`src/rtl/pattern_serializer.sv`:
```
// Parallel-to-serial pattern source: shifts a loaded pattern out MSB-first,
// repeating it a programmable number of times with optional zero-gap runs.
`timescale 1ns/1ps

module pattern_serializer #(
    parameter int PAT_W = 3,
    parameter int CNT_W = 8,
    parameter int GAP_W = 4
) (
    input  logic             clk,
    input  logic             rst,
    input  logic             load_valid,
    output logic             load_ready,
    input  logic [PAT_W-1:0] pattern,
    input  logic [CNT_W-1:0] repeat_count,
    input  logic [GAP_W-1:0] gap_len,
    input  logic             abort,
    output logic             out,
    output logic             out_valid,
    output logic             busy,
    output logic             done
);

    localparam int IDX_W = $clog2(PAT_W);
    localparam logic [IDX_W-1:0] IDX_MSB = IDX_W'(PAT_W - 1);

    typedef enum logic [1:0] {
        IDLE  = 2'd0,
        SHIFT = 2'd1,
        GAP   = 2'd2
    } state_t;

    state_t             state_q, state_d;
    logic [PAT_W-1:0]   pat_q, pat_d;
    logic [CNT_W-1:0]   rep_q, rep_d;
    logic [GAP_W-1:0]   gap_len_q, gap_len_d;
    logic [GAP_W-1:0]   gap_cnt_q, gap_cnt_d;
    logic [IDX_W-1:0]   idx_q, idx_d;
    logic               done_d;
    logic               out_d;
    logic               out_valid_d;
    logic               busy_d;
    logic               load_fire;

    assign load_ready = (state_q == IDLE) && rst;
    // abort outranks a simultaneous load request
    assign load_fire  = load_valid && load_ready && !abort;

    // State and working registers; outputs are registered from next-state values
    always_ff @(posedge clk) begin
        if (!rst) begin
            state_q   <= IDLE;
            pat_q     <= '0;
            rep_q     <= '0;
            gap_len_q <= '0;
            gap_cnt_q <= '0;
            idx_q     <= '0;
            out       <= 1'b0;
            out_valid <= 1'b0;
            busy      <= 1'b0;
            done      <= 1'b0;
        end else begin
            state_q   <= state_d;
            pat_q     <= pat_d;
            rep_q     <= rep_d;
            gap_len_q <= gap_len_d;
            gap_cnt_q <= gap_cnt_d;
            idx_q     <= idx_d;
            out       <= out_d;
            out_valid <= out_valid_d;
            busy      <= busy_d;
            done      <= done_d;
        end
    end

    always_comb begin
        state_d   = state_q;
        pat_d     = pat_q;
        rep_d     = rep_q;
        gap_len_d = gap_len_q;
        gap_cnt_d = gap_cnt_q;
        idx_d     = idx_q;
        done_d    = 1'b0;
        case (state_q)
            IDLE: begin
                if (load_fire) begin
                    pat_d     = pattern;
                    rep_d     = repeat_count;
                    gap_len_d = gap_len;
                    gap_cnt_d = '0;
                    idx_d     = IDX_MSB;
                    if (repeat_count == '0) begin
                        done_d = 1'b1;
                    end else begin
                        state_d = SHIFT;
                    end
                end
            end
            SHIFT: begin
                if (abort) begin
                    state_d = IDLE;
                end else if (idx_q != '0) begin
                    idx_d = idx_q - 1'b1;
                end else begin
                    // end of one repetition: compare before decrement so max counts never wrap
                    rep_d = rep_q - 1'b1;
                    if (rep_q == CNT_W'(1)) begin
                        state_d = IDLE;
                        done_d  = 1'b1;
                    end else if (gap_len_q != '0) begin
                        state_d   = GAP;
                        gap_cnt_d = gap_len_q - 1'b1;
                    end else begin
                        idx_d = IDX_MSB;
                    end
                end
            end
            GAP: begin
                if (abort) begin
                    state_d = IDLE;
                end else if (gap_cnt_q == '0) begin
                    state_d = SHIFT;
                    idx_d   = IDX_MSB;
                end else begin
                    gap_cnt_d = gap_cnt_q - 1'b1;
                end
            end
            default: state_d = IDLE;
        endcase
    end

    always_comb begin
        out_d       = 1'b0;
        out_valid_d = 1'b0;
        busy_d      = 1'b0;
        case (state_d)
            SHIFT: begin
                out_d       = pat_d[idx_d];
                out_valid_d = 1'b1;
                busy_d      = 1'b1;
            end
            GAP: begin
                out_valid_d = 1'b1;
                busy_d      = 1'b1;
            end
            default: ;
        endcase
    end

endmodule
```
`config.mk`:
```
export PLATFORM = sky130hd
export DESIGN_NAME = pattern_serializer
export DESIGN_NICKNAME = d
export VERILOG_FILES = /design/src/rtl/pattern_serializer.sv
export SDC_FILE = /design/constraint.sdc
export NUM_CORES = 1
export LEC_CHECK = 0
export ABC_AREA = 1
export BUFFER_PORTS_ARGS = -buffer_cell sky130_fd_sc_hd__buf_2
export CAP_MARGIN = 40
export CORE_MARGIN = 10
export CORE_UTILIZATION = 40
export DETAILED_ROUTE_END_ITERATION = 7
export PLACE_DENSITY_LB_ADDON = 0.1
export SYNTH_ARGS = -nofsm -noshare
export SYNTH_HDL_FRONTEND = slang
export SYNTH_SLANG_ARGS = --single-unit
```
`constraint.sdc`:
```
create_clock -name clk -period 2 [get_ports clk]
set_input_delay 0.4 -clock clk [delete_from_list [all_inputs] [get_ports clk]]
set_output_delay 0.4 -clock clk [all_outputs]
set_load 0.02 [all_outputs]
```
# [Yosys cells after proc, flatten, opt, wreduce, memory -nomap -nowiden]
# Cells that the tools add are included.
# Widths: inputs -> output; s select.
[totals] out_inout_bits=5 in_bits=19 wordCells=82 ram_bits=0 rom_bits=0 latch_bits=0 reg_bits=26 memories=0
[op_classes] addsub=4 multipliers=0 n_div=0 bitwise_logic=0 n_shift=0 eq_ne=12 reduce_logical=16 n_mux=40 magnitude_cmp=1
[op_table] operator="$mux 2" count=15
[op_table] operator="$mux 4" count=7
[op_table] operator="$mux 8" count=3
[op_table] operator="$pmux 8 s2" count=1
[op_table] operator="$ne 2x2->1 const B" count=7
[op_table] operator="$pmux 2 s3" count=2
[op_table] operator="$pmux 4 s3" count=1
[op_table] operator="$eq 8x1->1 const B" count=1
[op_table] operator="$logic_not 8->1" count=1
[op_table] operator="$reduce_and 8->1" count=1
[op_table] operator="$sub 4x1->4 const B" count=2
[op_table] operator="$sub 8x1->8 const B" count=1
[op_table] operator="$mux 1" count=7
[op_table] operator="$mux 3" count=2
[op_table] operator="$eq 2x1->1 const B" count=2
[op_table] operator="$eq 2x2->1 const B" count=2
[op_table] operator="$logic_not 4->1" count=1
[op_table] operator="$reduce_and 2->1" count=2
[op_table] operator="$reduce_and 4->1" count=1
[op_table] operator="$reduce_bool 2->1" count=2
[op_table] operator="$reduce_bool 4->1" count=1
[op_table] operator="$logic_and 1x1->1" count=3
[op_table] operator="$lt 2x3->1 const B" count=1
[op_table] operator="$reduce_bool 3->1" count=1
[op_table] operator="6 further kinds" count=6

# [Depth between registers and ports, before layout]
[depth] depth_word=9 ltp_mapped=17 depth_no_buf=17

# [Least setup slack after synthesis]
# OpenSTA, ideal clock, no wires.
[synth_path] path_kind="register to register" start="reg state_q[0]" end="reg out" path_buffers=0 t_arrival_ps=1853 path_stages_with_launch=16 synth_period_minus_slack_ps=1917 setup_ps=64 slack_ps=83 required_time_ps=1936 path_cell_list="dfxtp_1 -> inv_1 -> ha_1 -> nand2_1 -> inv_2 -> nand2_2 -> inv_1 -> o21ai_0 -> nand2_1 -> a21oi_1 -> o21ai_0 -> ha_1 -> nand2_1 -> a21oi_1 -> nand2_1 -> nor2_1"
[synth_between] elab_chain_cells=8 elab_cells_between_ends=23 cone_classes="eq/ne (3); mux (15); reduce/logical (5)"
[synth_rtl] item="from (decl)" line="33" text="state_t state_q, state_d;"
[synth_rtl] item="from (signal assigned)" line="63" text="state_q <= state_d;"
[synth_rtl] item="$logic_not 2->1 *" line="45" text="assign load_ready = (state_q == IDLE) && rst;"
[synth_rtl] item="$logic_and 1x1->1 *" line="45"
[synth_rtl] item="net load_ready" line="13" text="output logic load_ready,"
[synth_rtl] item="$logic_and 1x1->1 * (2 in series)" line="47" text="assign load_fire = load_valid && load_ready && !abort;"
[synth_rtl] item="$mux 2 or $mux 3 (tied branches)" line="86" text="if (load_fire) begin"
[synth_rtl] item="$pmux 2 s3 or $mux 3 (tied branches)" line="84" text="case (state_q)"
[synth_rtl] item="$bmux 1 s2 or $eq 2x1->1 (tied branches)" line="138, 136"
[synth_rtl] item="$mux 1 (not written as such) or $reduce_and 2->1 (tied branches)"
[synth_rtl] item="to (signal assigned)" line="69" text="out <= out_d;"
[synth_rtl] item="to (decl)" line="18" text="output logic out,"
# Mark *: on every way through the listed nets, which the timed path passes. The rest lies on a longest branch. The select of a mux whose other input is x is not followed.
# A chain may end at the register's enable or synchronous reset.

# [Final worst setup path]
[layout_path] start="reg state_q[1]" end="reg out"
[layout_between] elab_chain_cells=8 elab_cells_between_ends=23 cone_classes="eq/ne (3); mux (15); reduce/logical (5)"
[layout_rtl] item="$logic_not 2->1" line="45, 84"
[layout_rtl] item="$logic_and 1x1->1" line="45"
[layout_rtl] item="$logic_and 1x1->1 (2 in series)" line="47"
[layout_rtl] item="$mux 2" line="86"
[layout_rtl] item="$pmux 2 s3 *" line="84"
[layout_rtl] item="net state_d[0]" line="33"
[layout_rtl] item="$eq 2x1->1 *" line="136" text="case (state_d)"
[layout_rtl] item="$reduce_and 2->1 (no source line) *"
# Marked as above.

==> impl_metrics.toml <==
[timing]
fmax_mhz = 553
relSlewSlack_pct = 65.4
final-max-slew-violation-count = 0
finalCritPeriodShare_pct = 90.4
rsz0062_at_grt = "yes"
finClkSkew_ps = 5.44
period_minus_slack_ps = 1810
setup_viol_count_final = 0
totalNegativeSetupSlack_ps = 0
hold_viol_final = 0
pin_slew_with_the_least_headroom_to_its_limit_ps = 516
hold_ws_ps = 315

[grt]
largest_net_degree_at_the_start_of_global_routing = 18
grt_pass1_wl_um = 7450
grt_use_total_pct = 12.4
first_global_vias = 1601
number_of_antenna_violations_at_the_first_check_in_global_routing = 0
grt.overflow.total = 0

[worst_setup_path]
worst_path_dominant_cell_family = "simple AND/OR/NAND/NOR gates"
worst_ep_required_time_ps = 2180
cp_cell_sequence = "inv_1 > buf_4 > ha_1 > inv_1 > nor2_1 > nor2_1 > nand2_1 > nand2_1 > nand2_1 > nand2_1 > inv_1 > ha_1 > nand2_1 > a21oi_1 > nand2_1 > nor2_1"
criticalPathCategory = "flop to flop"
critPathCaptureType = "flop"
worst_setup_path_startpoint = "state_q[1]$_SDFF_PN0_"
critical_path.most_common_cell = "nand2_1"
critical_path_stages = 16
setup.reg_to_reg.worst_slack_ps = 190
cp_max_fo = 4
crit_end = "out$_SDFF_PN0_"
timing.critical_path.slowest_stage_cell = "dfxtp_1"
worst_r2r_startpoint = "state_q[1]$_SDFF_PN0_"
critical_path.startpoint_type = "flop"
crit_path_max_incr_delay_ps = 340
worst-r2r-cell-count = 16
reg2reg_to = "out$_SDFF_PN0_"
cp.buffers_inverters = 4
critical_path_at_ps = 1980

[clocking]
clockBufferDepth = 2
cts-root-buf = "clkbuf_8"
cts_sink_cnt = 26
cts.htree.levels = 1
number_of_buffers_inserted_during_clock_tree_synthesis = 3
clk-insertion-delay-late_ps = 280
tritoncts = "done"
worst_setup_hold_path_clk_slew_ps = 100
cts_hold_buffers = 0

[place]
gpl.final_weighted_congestion = 0.854
dp_cells = 329
port_buffers = 23
detailed_place_hpwl_um = 3360

[synth]
synth_xor_xnor_area_share_pct = 1.63
yosysTopAreaCellShare_pct = 32.3
synth_adder_area_share_pct = 6.21
post_synth_num_cell_types = 27
yosys_warnings = 0
synth_compound_area_share_pct = 15.5
yosysMostFrequentCell = "nand2_1"
postSynthNetCount = 278
synth_top_family_by_area = "simple AND/OR/NAND/NOR gates"
syn_area_per_cell_um2 = 6.42
ffs_latches_synth = 26
synthesis.instances = 251
yosys-top-cells-count = "58 x nand2_1, 44 x nor2_1, 26 x dfxtp_1, 26 x o21ai_0, 24 x inv_1"
synth.area.top_cells = "dfxtp_1 32%, nand2_1 14%, nor2_1 10%"
post_synthesis_share_of_cell_area_spent_on_and_or_nand_and_nor_gates_pct = 35.2
synth-edff-count = 0
muxShareOfSynthArea_pct = 0.621
mapped_cell_area_um2 = 1610
synthFlopType = "dfxtp_1"
netlist.top_cell.by_area = "dfxtp_1"
part_of_the_yosys_area_used_for_sequential_elements_pct = 32.3
synth_async_sr_flop_share_pct = 0

[pwr]
part_of_the_total_power_dissipated_in_the_clock_network_pct = 27.4
power_density_nw_per_um2 = 664
power.internal_w = 0.000872
net-switching-power_w = 0.000416
vdd_ir_drop_max_mv = 0.358
power.leakage_nw = 0.949
combPwrFrac_pct = 27.5
swShare_pct = 32.3
share_of_power_burned_in_registers_pct = 45.1

[cells_and_area]
area_growth_syn_to_layout_pct = 20.4
area.sequential_um2 = 520
layout_filler_cell_count = 438
final-instance-count-excl-fill = 336
fin_nets = 314
share_of_post_route_cells_with_drive_strength_above_1_pct = 19.2
post-route-util_pct = 49.2
multi_input_area_um2 = 973
num_antenna_cells = 0

[route]
finalWirelength_um = 4250
iteration_0_drc_markers = 56
via_count = 1631
via_per_inst = 4.85
detailed_route_wire_length_per_cell_um = 12.7
route.detailed.drc = 0
detail_route.first_pass.iterations = 4
route.antenna.remaining_nets = 0

[floorplanning]
coreArea_um2 = 3940
die-width_um = 83.5
initial_core_utilization_pct = 40.9
io_pins = 24
dieHeight_um = 83.5
die-area_um2 = 6970
total_number_of_placement_rows = 23

[worst_hold_path]
hp-class = "primary input to flop"

[status]
outcome = "finished, final reports clean"

[job]
maxcap_violations = 0
[sequential cells by signal, summed over array words and instances (netlist names)]
register and cells:
rep_q 8, gap_cnt_q 4, gap_len_q 4, pat_q 3, idx_q 2, state_q 2, busy 1, done 1
out 1
[power by group through the flow]
| stage | registers [W] | clock network (W) | logic, W |
|---|---|---|---|
| after global routing | 0.000585 | 0.000375 | 0.000410 |
| after detailed placement | 0.000592 | 0 | 0.000342 |
| after CTS | 0.000580 | 0.000361 | 0.000343 |
| after global placement | 0.000593 | 0 | 0.000339 |
| after floorplan | 0.000588 | 0 | 0.000246 |
| final | 0.000581 | 0.000353 | 0.000355 |
[cells in the final DEF, fill, tap and decap left out]
master    instances
a21oi_1          17
nand3_2           1
nor2_1           43
inv_2             2
clkinv_1          1
buf_2            23
o21ai_2           1
nor2_4            1
or2_4             1
nor2_8            1
or2_2             1
ha_1              7
o21a_1            1
o21ai_0          25
ha_4              1
nand3_1          14
dfxtp_1          26
nand2_2           3
nor3_1            5
mux2i_1           1
a31oi_1           3
o211ai_1          1
clkbuf_8          4
xor2_1            3
nand2_1          57
inv_1            24
buf_4            15
nand4_1           2
nand3b_1          1
nor2_2            1
[per-layer routing]
metal / wire (um) / track usage (%)
met3: 121 / 2.15
met5: 0 / 0
met2: 2040 / 21.7
met4: 72 / 4.26
met1: 2020 / 14.8
[timing repair]
action	4_1_cts	5_1_grt
setup buffers	0	3
hold endpoints to repair	0	0
gates resized for setup	1	5
setup endpoints to repair	1	4
pin swaps	0	1
[layout make-up]
class                   instances  share of cell area (%)
flip-flops and latches         26                    26.8
well taps                      50                    3.22
multi-input cells             191                    50.2
repair buffers                 38                    11.7
inverters                      27                    5.22
clock buffers                   4                    2.84
[worst min path at each step]
stage / startpoint / depth (start not counted) / slack [ps] / endpoint
floorplan: gap_len_q[3]$_SDFFE_PN0P_ / 2 / 450 / gap_len_q[3]$_SDFFE_PN0P_
global placement: gap_len_q[0]$_SDFFE_PN0P_ / 2 / 470 / gap_len_q[0]$_SDFFE_PN0P_
finish: gap_len[0] / 3 / 310 / gap_len_q[0]$_SDFFE_PN0P_
CTS: gap_len[0] / 3 / 310 / gap_len_q[0]$_SDFFE_PN0P_
detailed placement: gap_len_q[0]$_SDFFE_PN0P_ / 2 / 470 / gap_len_q[0]$_SDFFE_PN0P_
global route: gap_len[0] / 3 / 330 / gap_len_q[0]$_SDFFE_PN0P_
[worst register-to-register path, cell delays in order, from the launching register on]
cell and delay, ps:
dfxtp_1 340, inv_1 60, buf_4 140, ha_1 210, inv_1 140, nor2_1 90
nor2_1 90, nand2_1 60, nand2_1 50, nand2_1 50, nand2_1 70, inv_1 40
ha_1 180, nand2_1 70, a21oi_1 40, nand2_1 60, nor2_1 30
[stage by stage]
step	cell area [um^2]	total power [W]	setup slack, ps
floorplan	1610	0.000834	82.8
global placement	1840	0.000932	19.3
detailed placement	1840	0.000934	-18.8
CTS	1900	0.00128	135
global route	1940	0.00137	-18.0
finish	1940	0.00129	193
[cells by family (layout without fill, tap and decap cells)]
| kind of cell | after synthesis | count (layout) |
|---|---|---|
| multiplexers | 1 | 1 |
| AND/OR/NAND/NOR | 131 | 131 |
| XOR/XNOR | 3 | 3 |
| buffers and inverters | 34 | 69 |
| flip-flops | 26 | 26 |
| adder cells (fa/ha/maj) | 8 | 8 |
| AO/OA/AOI/OAI | 48 | 48 |
No activity file was read; power rests on OpenSTA's default activity.
